`src/rtl/core_rms_pkg.sv`:
```
// Shared widths, default-configuration constants and compute FSM state type for the
// RMS scale block.
package core_rms_pkg;

  function automatic int unsigned calc_acc_w(int unsigned in_w, int unsigned max_len_log2);
    return 2 * in_w + max_len_log2;
  endfunction

  function automatic int unsigned calc_div_w(int unsigned rc_shift, int unsigned out_frac);
    return rc_shift + out_frac + 1;
  endfunction

  // Values for the default configuration (24-bit data, 24-bit scale, 16+8 shift).
  localparam int unsigned ACC_W = calc_acc_w(24, 8);
  localparam int unsigned DIV_W = calc_div_w(16, 8);
  localparam int unsigned SMAX  = (1 << 23) - 1;

  typedef enum logic [2:0] {
    StIdle,
    StMean,
    StSqrt,
    StDiv,
    StDone
  } rms_state_e;

endpackage

```
`src/rtl/core_rms_scale_if.sv`:
```
// Element stream in, scale/clear handshake out; slave is the scale generator.
interface core_rms_scale_if #(
  parameter int unsigned IN_DATA_WIDTH         = 24,
  parameter int unsigned RECOMPUTE_SCALE_WIDTH = 24,
  parameter int unsigned RECOMPUTE_SHIFT_WIDTH = 5,
  parameter int unsigned MAX_LEN_LOG2          = 8
);
  localparam int unsigned LenW = $clog2(MAX_LEN_LOG2 + 1);

  logic        [LenW-1:0]                  cfg_len_log2;
  logic signed [IN_DATA_WIDTH-1:0]         in_data;
  logic                                    in_data_vld;
  logic                                    rc_vec_done;
  logic signed [RECOMPUTE_SCALE_WIDTH-1:0] rc_scale;
  logic                                    rc_scale_vld;
  logic                                    rc_scale_clear;
  logic        [RECOMPUTE_SHIFT_WIDTH-1:0] rms_rc_shift;

  modport master (
    output cfg_len_log2, in_data, in_data_vld, rc_vec_done,
    input  rc_scale, rc_scale_vld, rc_scale_clear, rms_rc_shift
  );

  modport slave (
    input  cfg_len_log2, in_data, in_data_vld, rc_vec_done,
    output rc_scale, rc_scale_vld, rc_scale_clear, rms_rc_shift
  );
endinterface

```
`src/rtl/rms_isqrt_seq.sv`:
```
// Restoring bit-serial integer square root, one root bit per cycle.
// done is high during the final step; root is valid from the following cycle.
module rms_isqrt_seq #(
  parameter int unsigned W = 24
) (
  input  logic             clk,
  input  logic             rst_n,
  input  logic             start,
  input  logic [2*W-1:0]   radicand,
  output logic             done,
  output logic [W-1:0]     root
);
  localparam int unsigned RemW = W + 2;
  localparam int unsigned CntW = $clog2(W + 1);

  logic [2*W-1:0]  x_q;
  logic [RemW-1:0] rem_q, rem_sh, trial;
  logic [W-1:0]    root_q;
  logic [CntW-1:0] cnt_q;
  logic            run_q;
  logic            ge;

  always_comb begin
    rem_sh = (rem_q << 2) | RemW'(x_q[2*W-1 -: 2]);
    trial  = {root_q, 2'b01};
    ge     = rem_sh >= trial;
  end

  assign done = run_q && (cnt_q == CntW'(1));
  assign root = root_q;

  always_ff @(posedge clk or negedge rst_n) begin
    if (!rst_n) begin
      x_q    <= '0;
      rem_q  <= '0;
      root_q <= '0;
      cnt_q  <= '0;
      run_q  <= 1'b0;
    end else if (start) begin
      x_q    <= radicand;
      rem_q  <= '0;
      root_q <= '0;
      cnt_q  <= CntW'(W);
      run_q  <= 1'b1;
    end else if (run_q) begin
      x_q    <= x_q << 2;
      rem_q  <= ge ? (rem_sh - trial) : rem_sh;
      root_q <= {root_q[W-2:0], ge};
      cnt_q  <= cnt_q - CntW'(1);
      if (cnt_q == CntW'(1)) run_q <= 1'b0;
    end
  end

endmodule

```
`src/rtl/core_rms_scale.sv`:
```
// Per-vector sum of squares -> floor(2^(RC_SHIFT+OUT_FRAC_BITS) / isqrt(mean+EPS)),
// with one pending scale held until the consumer finishes the vector in flight.
module core_rms_scale
  import core_rms_pkg::*;
#(
  parameter int unsigned IN_DATA_WIDTH         = 24,
  parameter int unsigned RECOMPUTE_SCALE_WIDTH = 24,
  parameter int unsigned RECOMPUTE_SHIFT_WIDTH = 5,
  parameter int unsigned RC_SHIFT              = 16,
  parameter int unsigned OUT_FRAC_BITS         = 8,
  parameter int unsigned MAX_LEN_LOG2          = 8,
  parameter int unsigned EPS                   = 0
) (
  input  logic            clk,
  input  logic            rst_n,
  core_rms_scale_if.slave bus,
  output logic            busy,
  output logic            error
);
  localparam int unsigned SqW     = 2 * IN_DATA_WIDTH;
  localparam int unsigned AccW    = calc_acc_w(IN_DATA_WIDTH, MAX_LEN_LOG2);
  localparam int unsigned DivW    = calc_div_w(RC_SHIFT, OUT_FRAC_BITS);
  localparam int unsigned LenW    = $clog2(MAX_LEN_LOG2 + 1);
  localparam int unsigned CntW    = MAX_LEN_LOG2 + 1;
  localparam int unsigned DivCntW = $clog2(DivW);
  localparam int unsigned RemW    = IN_DATA_WIDTH + 1;
  localparam logic [RECOMPUTE_SCALE_WIDTH-1:0] SMax =
      {1'b0, {(RECOMPUTE_SCALE_WIDTH-1){1'b1}}};

  rms_state_e state_q, state_d;

  // Accumulator
  logic signed [SqW-1:0] din_ext;
  logic [SqW-1:0]        sq;
  logic [AccW-1:0]       acc_q, acc_sum;
  logic [CntW-1:0]       cnt_q, last_idx;
  logic [LenW-1:0]       len_q, len_cur, cfg_len;
  logic                  is_last, snap_take, snap_drop;

  assign din_ext  = SqW'(bus.in_data);
  assign sq       = din_ext * din_ext;
  assign acc_sum  = acc_q + AccW'(sq);
  assign cfg_len  = (bus.cfg_len_log2 > LenW'(MAX_LEN_LOG2)) ? LenW'(MAX_LEN_LOG2)
                                                             : bus.cfg_len_log2;
  assign len_cur  = (cnt_q == '0) ? cfg_len : len_q;
  assign last_idx = (CntW'(1) << len_cur) - CntW'(1);
  assign is_last  = bus.in_data_vld && (cnt_q == last_idx);
  assign snap_take = is_last && (state_q == StIdle);
  assign snap_drop = is_last && (state_q != StIdle);

  always_ff @(posedge clk or negedge rst_n) begin
    if (!rst_n) begin
      acc_q <= '0;
      cnt_q <= '0;
      len_q <= '0;
    end else if (bus.in_data_vld) begin
      len_q <= len_cur;
      if (is_last) begin
        acc_q <= '0;
        cnt_q <= '0;
      end else begin
        acc_q <= acc_sum;
        cnt_q <= cnt_q + CntW'(1);
      end
    end
  end

  // Mean and square root
  logic [AccW-1:0] snap_q;
  logic [LenW-1:0] snap_len_q;
  logic [AccW:0]   mean_wide;
  logic [SqW-1:0]  mean_sat;
  logic [IN_DATA_WIDTH-1:0] root;
  logic            sqrt_done;

  assign mean_wide = {1'b0, snap_q >> snap_len_q} + (AccW+1)'(EPS);
  assign mean_sat  = (mean_wide > (AccW+1)'({SqW{1'b1}})) ? {SqW{1'b1}} : mean_wide[SqW-1:0];

  rms_isqrt_seq #(
    .W(IN_DATA_WIDTH)
  ) u_isqrt (
    .clk      (clk),
    .rst_n    (rst_n),
    .start    (state_q == StMean),
    .radicand (mean_sat),
    .done     (sqrt_done),
    .root     (root)
  );

  // Restoring divider of the constant 2^(DivW-1) by root
  logic [RemW-1:0]    div_rem_q, rem_sh, rem_nx;
  logic [DivW-1:0]    div_quo_q;
  logic [DivCntW-1:0] div_cnt_q;
  logic               div_bit, div_ge;
  logic [RECOMPUTE_SCALE_WIDTH-1:0] result;

  assign div_bit = (div_cnt_q == DivCntW'(DivW - 1));
  assign rem_sh  = (div_rem_q << 1) | RemW'(div_bit);
  assign div_ge  = rem_sh >= RemW'(root);
  assign rem_nx  = div_ge ? (rem_sh - RemW'(root)) : rem_sh;
  assign result  = ((root == '0) || (64'(div_quo_q) > 64'(SMax)))
                   ? SMax : RECOMPUTE_SCALE_WIDTH'(div_quo_q);

  always_comb begin
    state_d = state_q;
    unique case (state_q)
      StIdle:  if (snap_take) state_d = StMean;
      StMean:  state_d = StSqrt;
      StSqrt:  if (sqrt_done) state_d = StDiv;
      StDiv:   if (div_cnt_q == '0) state_d = StDone;
      StDone:  state_d = StIdle;
      default: state_d = StIdle;
    endcase
  end

  always_ff @(posedge clk or negedge rst_n) begin
    if (!rst_n) begin
      state_q    <= StIdle;
      snap_q     <= '0;
      snap_len_q <= '0;
      div_rem_q  <= '0;
      div_quo_q  <= '0;
      div_cnt_q  <= '0;
    end else begin
      state_q <= state_d;
      if (snap_take) begin
        snap_q     <= acc_sum;
        snap_len_q <= len_cur;
      end
      if (state_q == StSqrt && sqrt_done) begin
        div_rem_q <= '0;
        div_quo_q <= '0;
        div_cnt_q <= DivCntW'(DivW - 1);
      end else if (state_q == StDiv) begin
        div_rem_q <= rem_nx;
        div_quo_q <= {div_quo_q[DivW-2:0], div_ge};
        div_cnt_q <= div_cnt_q - DivCntW'(1);
      end
    end
  end

  // Issue / pending handling
  logic [RECOMPUTE_SCALE_WIDTH-1:0] scale_q, scale_d, pend_val_q, pend_val_d;
  logic vld_q, vld_d, clr_q, clr_d, pend_q, pend_d, in_use_q, in_use_d, error_q, error_d;
  logic done_ev, vec_done;

  assign done_ev  = (state_q == StDone);
  assign vec_done = bus.rc_vec_done && in_use_q;

  always_comb begin
    scale_d    = scale_q;
    vld_d      = 1'b0;
    clr_d      = 1'b0;
    pend_d     = pend_q;
    pend_val_d = pend_val_q;
    in_use_d   = in_use_q;
    error_d    = error_q | snap_drop;
    if (!in_use_q) begin
      if (done_ev) begin
        scale_d  = result;
        vld_d    = 1'b1;
        in_use_d = 1'b1;
      end
    end else if (vec_done) begin
      // Older pending result goes out first; a coincident DONE takes its slot.
      if (pend_q) begin
        scale_d    = pend_val_q;
        vld_d      = 1'b1;
        pend_d     = done_ev;
        pend_val_d = result;
      end else if (done_ev) begin
        scale_d = result;
        vld_d   = 1'b1;
      end else begin
        clr_d    = 1'b1;
        in_use_d = 1'b0;
      end
    end else if (done_ev) begin
      if (pend_q) begin
        error_d = 1'b1;
      end else begin
        pend_d     = 1'b1;
        pend_val_d = result;
      end
    end
  end

  always_ff @(posedge clk or negedge rst_n) begin
    if (!rst_n) begin
      scale_q    <= '0;
      vld_q      <= 1'b0;
      clr_q      <= 1'b0;
      pend_q     <= 1'b0;
      pend_val_q <= '0;
      in_use_q   <= 1'b0;
      error_q    <= 1'b0;
    end else begin
      scale_q    <= scale_d;
      vld_q      <= vld_d;
      clr_q      <= clr_d;
      pend_q     <= pend_d;
      pend_val_q <= pend_val_d;
      in_use_q   <= in_use_d;
      error_q    <= error_d;
    end
  end

  assign bus.rc_scale       = scale_q;
  assign bus.rc_scale_vld   = vld_q;
  assign bus.rc_scale_clear = clr_q;
  assign bus.rms_rc_shift   = RECOMPUTE_SHIFT_WIDTH'(RC_SHIFT);
  assign busy               = (state_q != StIdle);
  assign error              = error_q;

endmodule

```
`src/flat_wrapper.sv`:
```
// flat-port wrapper written by rule: the top's interface ports become plain ports
module core_rms_scale_flat import core_rms_pkg::*;
#(
  parameter int unsigned IN_DATA_WIDTH         = 24,
  parameter int unsigned RECOMPUTE_SCALE_WIDTH = 24,
  parameter int unsigned RECOMPUTE_SHIFT_WIDTH = 5,
  parameter int unsigned RC_SHIFT              = 16,
  parameter int unsigned OUT_FRAC_BITS         = 8,
  parameter int unsigned MAX_LEN_LOG2          = 8,
  parameter int unsigned EPS                   = 0
)
  (clk, rst_n, busy, error, bus_cfg_len_log2, bus_in_data, bus_in_data_vld, bus_rc_vec_done, bus_rc_scale, bus_rc_scale_vld, bus_rc_scale_clear, bus_rms_rc_shift);
  core_rms_scale_if #(.IN_DATA_WIDTH(IN_DATA_WIDTH), .RECOMPUTE_SCALE_WIDTH(RECOMPUTE_SCALE_WIDTH), .RECOMPUTE_SHIFT_WIDTH(RECOMPUTE_SHIFT_WIDTH), .MAX_LEN_LOG2(MAX_LEN_LOG2)) bus_i ();
  input  logic clk;
  input  logic rst_n;
  output logic busy;
  output logic error;
  input wire logic [$bits(bus_i.cfg_len_log2)-1:0] bus_cfg_len_log2;
  input wire logic [$bits(bus_i.in_data)-1:0] bus_in_data;
  input wire logic [$bits(bus_i.in_data_vld)-1:0] bus_in_data_vld;
  input wire logic [$bits(bus_i.rc_vec_done)-1:0] bus_rc_vec_done;
  output wire logic [$bits(bus_i.rc_scale)-1:0] bus_rc_scale;
  output wire logic [$bits(bus_i.rc_scale_vld)-1:0] bus_rc_scale_vld;
  output wire logic [$bits(bus_i.rc_scale_clear)-1:0] bus_rc_scale_clear;
  output wire logic [$bits(bus_i.rms_rc_shift)-1:0] bus_rms_rc_shift;
  assign bus_i.cfg_len_log2 = bus_cfg_len_log2;
  assign bus_i.in_data = bus_in_data;
  assign bus_i.in_data_vld = bus_in_data_vld;
  assign bus_i.rc_vec_done = bus_rc_vec_done;
  assign bus_rc_scale = bus_i.rc_scale;
  assign bus_rc_scale_vld = bus_i.rc_scale_vld;
  assign bus_rc_scale_clear = bus_i.rc_scale_clear;
  assign bus_rms_rc_shift = bus_i.rms_rc_shift;
  core_rms_scale #(.IN_DATA_WIDTH(IN_DATA_WIDTH), .RECOMPUTE_SCALE_WIDTH(RECOMPUTE_SCALE_WIDTH), .RECOMPUTE_SHIFT_WIDTH(RECOMPUTE_SHIFT_WIDTH), .RC_SHIFT(RC_SHIFT), .OUT_FRAC_BITS(OUT_FRAC_BITS), .MAX_LEN_LOG2(MAX_LEN_LOG2), .EPS(EPS)) u_core (.clk(clk), .rst_n(rst_n), .bus(bus_i), .busy(busy), .error(error));
endmodule
```
`config.mk`:
```
export PLATFORM = sky130hd
export DESIGN_NAME = core_rms_scale_flat
export DESIGN_NICKNAME = d
export VERILOG_FILES = /design/src/rtl/core_rms_pkg.sv /design/src/rtl/core_rms_scale_if.sv /design/src/rtl/rms_isqrt_seq.sv /design/src/rtl/core_rms_scale.sv /design/src/flat_wrapper.sv
export SDC_FILE = /design/constraint.sdc
export NUM_CORES = 2
export LEC_CHECK = 0
export ABC_AREA = 0
export BUFFER_PORTS_ARGS = -buffer_cell sky130_fd_sc_hd__buf_2
export CORE_MARGIN = 2
export CORE_UTILIZATION = 35
export CTS_CLUSTER_DIAMETER = 200
export DETAILED_ROUTE_END_ITERATION = 10
export PLACE_DENSITY = 0.5
export SYNTH_ARGS = -nofsm -noshare
export SYNTH_HDL_FRONTEND = slang
export SYNTH_SLANG_ARGS = --single-unit
```
`constraint.sdc`:
```
create_clock -name clk -period 10.3 [get_ports clk]
set_clock_uncertainty 0.15 [all_clocks]
set_input_delay 1.03 -clock clk [delete_from_list [all_inputs] [get_ports clk]]
set_output_delay 1.03 -clock clk [all_outputs]
set_load 0.02 [all_outputs]
```
==> flow_summary.json <==
{
  "status": "finished, final reports clean",
  "antenna_left": 0,
  "h-tree-depth": 2,
  "fmax_mhz": 102,
  "cts_tree": "done",
  "cts_root_buffer": "clkbuf_16",
  "post_drt_wl_per_cell_microns": 16.8,
  "die_h_microns": 349,
  "start_util_pct": 35.3,
  "groute.layer.met2.usage_pct": 31.0,
  "clk_path_buf_depth": 3,
  "crit_slowest_cell": "fa_1",
  "grt_pass1_vias": 32300,
  "crit_required_ps": 10610,
  "grt_antenna_before_repair": 1,
  "grt_max_degree": 94,
  "cp_max_fo": 16,
  "wl_microns": 106000,
  "max-slew-margin-rel_pct": 20.3,
  "grt_use_met1_pct": 24.2,
  "ys_seq_elements": 341,
  "crit_path_start_kind": "input port",
  "area_growth_pct": 12.1,
  "dr.pass1.iters": 5,
  "design.die.area_sq_um": 122000,
  "core_area_sq_um": 118000,
  "r2r_start": "u_core.cnt_q[0]",
  "cp.arrival_ps": 10140,
  "worst_path_most_repeated_cell": "fa_1",
  "num_vias": 31400,
  "cap_viol_max_count": 0,
  "cts_buffers": 43,
  "hp-class": "input port to asynchronous set/reset pin",
  "yosys-top-cells-area": "fa_1 27%, dfrtp_1 20%, ha_1 7.5%, inv_1 7.0%, nand2_1 4.7%",
  "worst_pin_slew_ps": 1190,
  "grt.busiest_layer": "met2",
  "synth_top_area_cell": "fa_1",
  "setup_viol": 0,
  "drc_errors": 0,
  "finalWeightedCongestion": 0.829,
  "syn_inst": 4597,
  "grt_usage_pct": 17.7,
  "drt_iter0_markers": 1698,
  "slowest_delay_ps": 600,
  "critPathLaunch": "bus_in_data[1]",
  "io_buffers": 59,
  "fin_nets": 5596,
  "clock_sinks": 341,
  "slew_violations": 0,
  "holdWs_ps": 282,
  "fin_crit_sh_pct": 95.4,
  "diodes": 0,
  "yosysMostFrequentCell": "inv_1",
  "io_pins": 65,
  "synth-main-ff-cell": "dfrtp_1",
  "use_met3_pct": 1.55,
  "drive_gt1_share_pct": 11.2,
  "grt_first_pass_wirelength_microns": 176000,
  "synth-edff-count": 0,
  "path_class": "input port to flip-flop",
  "overflow": 0,
  "synth_seq_area_share_pct": 20.5,
  "synth.top_cell.area_share_pct": 27.1,
  "fillerInstances": 12000,
  "netlist_top_cells_count": "781 x inv_1, 563 x fa_1, 523 x nand2_1",
  "syn_area_sq_um": 41700,
  "async_flop_share_pct": 100,
  "die_x_microns": 349,
  "synth_warnings": 0,
  "syn_area_per_cell_sq_um": 9.06,
  "min_period_ps": 9830,
  "cts_setup_buffers": 0,
  "clk_latency_ps": 580,
  "synth_cell_types": 83,
  "post_drt_via_cell_ratio": 4.98,
  "rows": 126,
  "hold_viol_final": 0,
  "cts.reportedPaths.clkPinSlew_ps": 50,
  "rsz0062_at_grt": "yes",
  "hpwl_microns": 85100,
  "end_kind": "flip-flop"
}
-- critical path, delay by kind of cell --
family	cells	cell delay, ps
adder cells (fa/ha/maj)	9	4290
AO/OA/AOI/OAI	13	2280
buffers and inverters	10	1260
AND/OR/NAND/NOR	7	1070
XOR/XNOR	1	150
-- placed cells by master (no fill, tap or decap), types with 10 or more instances in the layout --
master       n
o21ai_0    218
o21a_1      14
nand2b_1    29
nor2b_1     77
buf_4      273
and2_1     116
nor2_1     234
o21bai_1    16
nor3b_1     11
mux2i_1     83
inv_1      781
ha_1       250
a21o_1      67
nand2_1    523
o31ai_1     19
mux2_2      28
a21oi_1    269
a211oi_1    71
nor4_1      17
xor2_1      50
and3_1      19
nand3_1     69
buf_2       57
a31oi_1     34
fa_1       562
clkbuf_16   44
mux4_2      44
dfrtp_1    338
xnor2_1    108
a211o_1     10
o211ai_1    28
or3_1       29
o22ai_1     29
nand4_1     22
o2bb2ai_1   26
nor3_1      29
-- worst paths after layout --
path                                                 to  slack (ps)  cells past startpoint
worst min register to register    u_core.u_isqrt.x_q[6]         340                      2
worst max register to register        u_core.snap_q[54]        3810                     16
worst max-delay path                   u_core.acc_q[53]         470                     40
worst min-delay path            u_core.u_isqrt.rem_q[7]         280                      1
min in group clk                  u_core.u_isqrt.x_q[6]         340                      2
max in group asynchronous          u_core.u_isqrt.run_q        7490                      3
-- area by class of cell --
class / instances / area [sq um] / area share [%]
inverter: 782 / 2940 / 6.28
timing repair buffer: 336 / 2430 / 5.20
multi-input combinational: 3247 / 29400 / 62.9
clock inverter: 18 / 267 / 0.571
tap: 1536 / 1920 / 4.11
clock buffer: 59 / 1220 / 2.61
sequential: 341 / 8540 / 18.3
-- metal layers --
layer / up-vias / wire (microns)
met3: 93 / 2910
met5: - / 0
met4: 0 / 1480
met2: 428 / 53000
li1: 15300 / -
met1: 15600 / 48700
-- timing repair --
action | in CTS | in global routing
resized for setup | 0 | 14
setup endpoints to repair | 0 | 21
hold endpoints to repair | 0 | 0
hold buffers | 0 | 0
-- through the flow --
| stage | setup TNS [ps] | util (%) | std cells | setup WS [ps] | cell area [sq um] |
|---|---|---|---|---|---|
| 2_1_floorplan | 0 | - | 4600 | 145 | 41700 |
| 3_3_place_gp | -2620 | 38.2 | 6242 | -293 | 45100 |
| 3_5_place_dp | -3410 | 38.2 | 6242 | -351 | 45100 |
| 4_1_cts | 0 | 39.5 | 6319 | 238 | 46600 |
| 5_1_grt | -28.6 | 39.6 | 6319 | -28.6 | 46700 |
| 6_report | 0 | 39.6 | 6319 | 472 | 46700 |
-- flip-flops by register name, indices dropped and copies added, names as in the netlist, 3 cells and up --
register	count
u_core.u_isqrt.rem_q	24
u_core.div_quo_q	25
u_core.div_rem_q	24
u_core.bus.rc_scale	24
u_core.acc_q	56
u_core.u_isqrt.root	24
u_core.u_isqrt.x_q	48
u_core.snap_q	56
u_core.len_q	4
u_core.div_cnt_q	5
u_core.state_q	3
u_core.u_isqrt.cnt_q	5
u_core.pend_val_q	24
u_core.cnt_q	9
u_core.snap_len_q	4
-- cell families (layout without fill, tap and decap cells) --
family	after synthesis	in the layout	share of synthesized area, %
multiplexers	155	155	5.13
AO/OA/AOI/OAI	889	889	13.3
buffers and inverters	1012	1195	9.24
adder cells (fa/ha/maj)	813	813	34.6
AND/OR/NAND/NOR	1227	1227	13.9
flip-flops	341	341	20.5
XOR/XNOR	158	158	3.32
other	2	5	0.0180
Power is not shown: default switching activity piles up to over one toggle a cycle in this logic, so the estimate is an artifact.
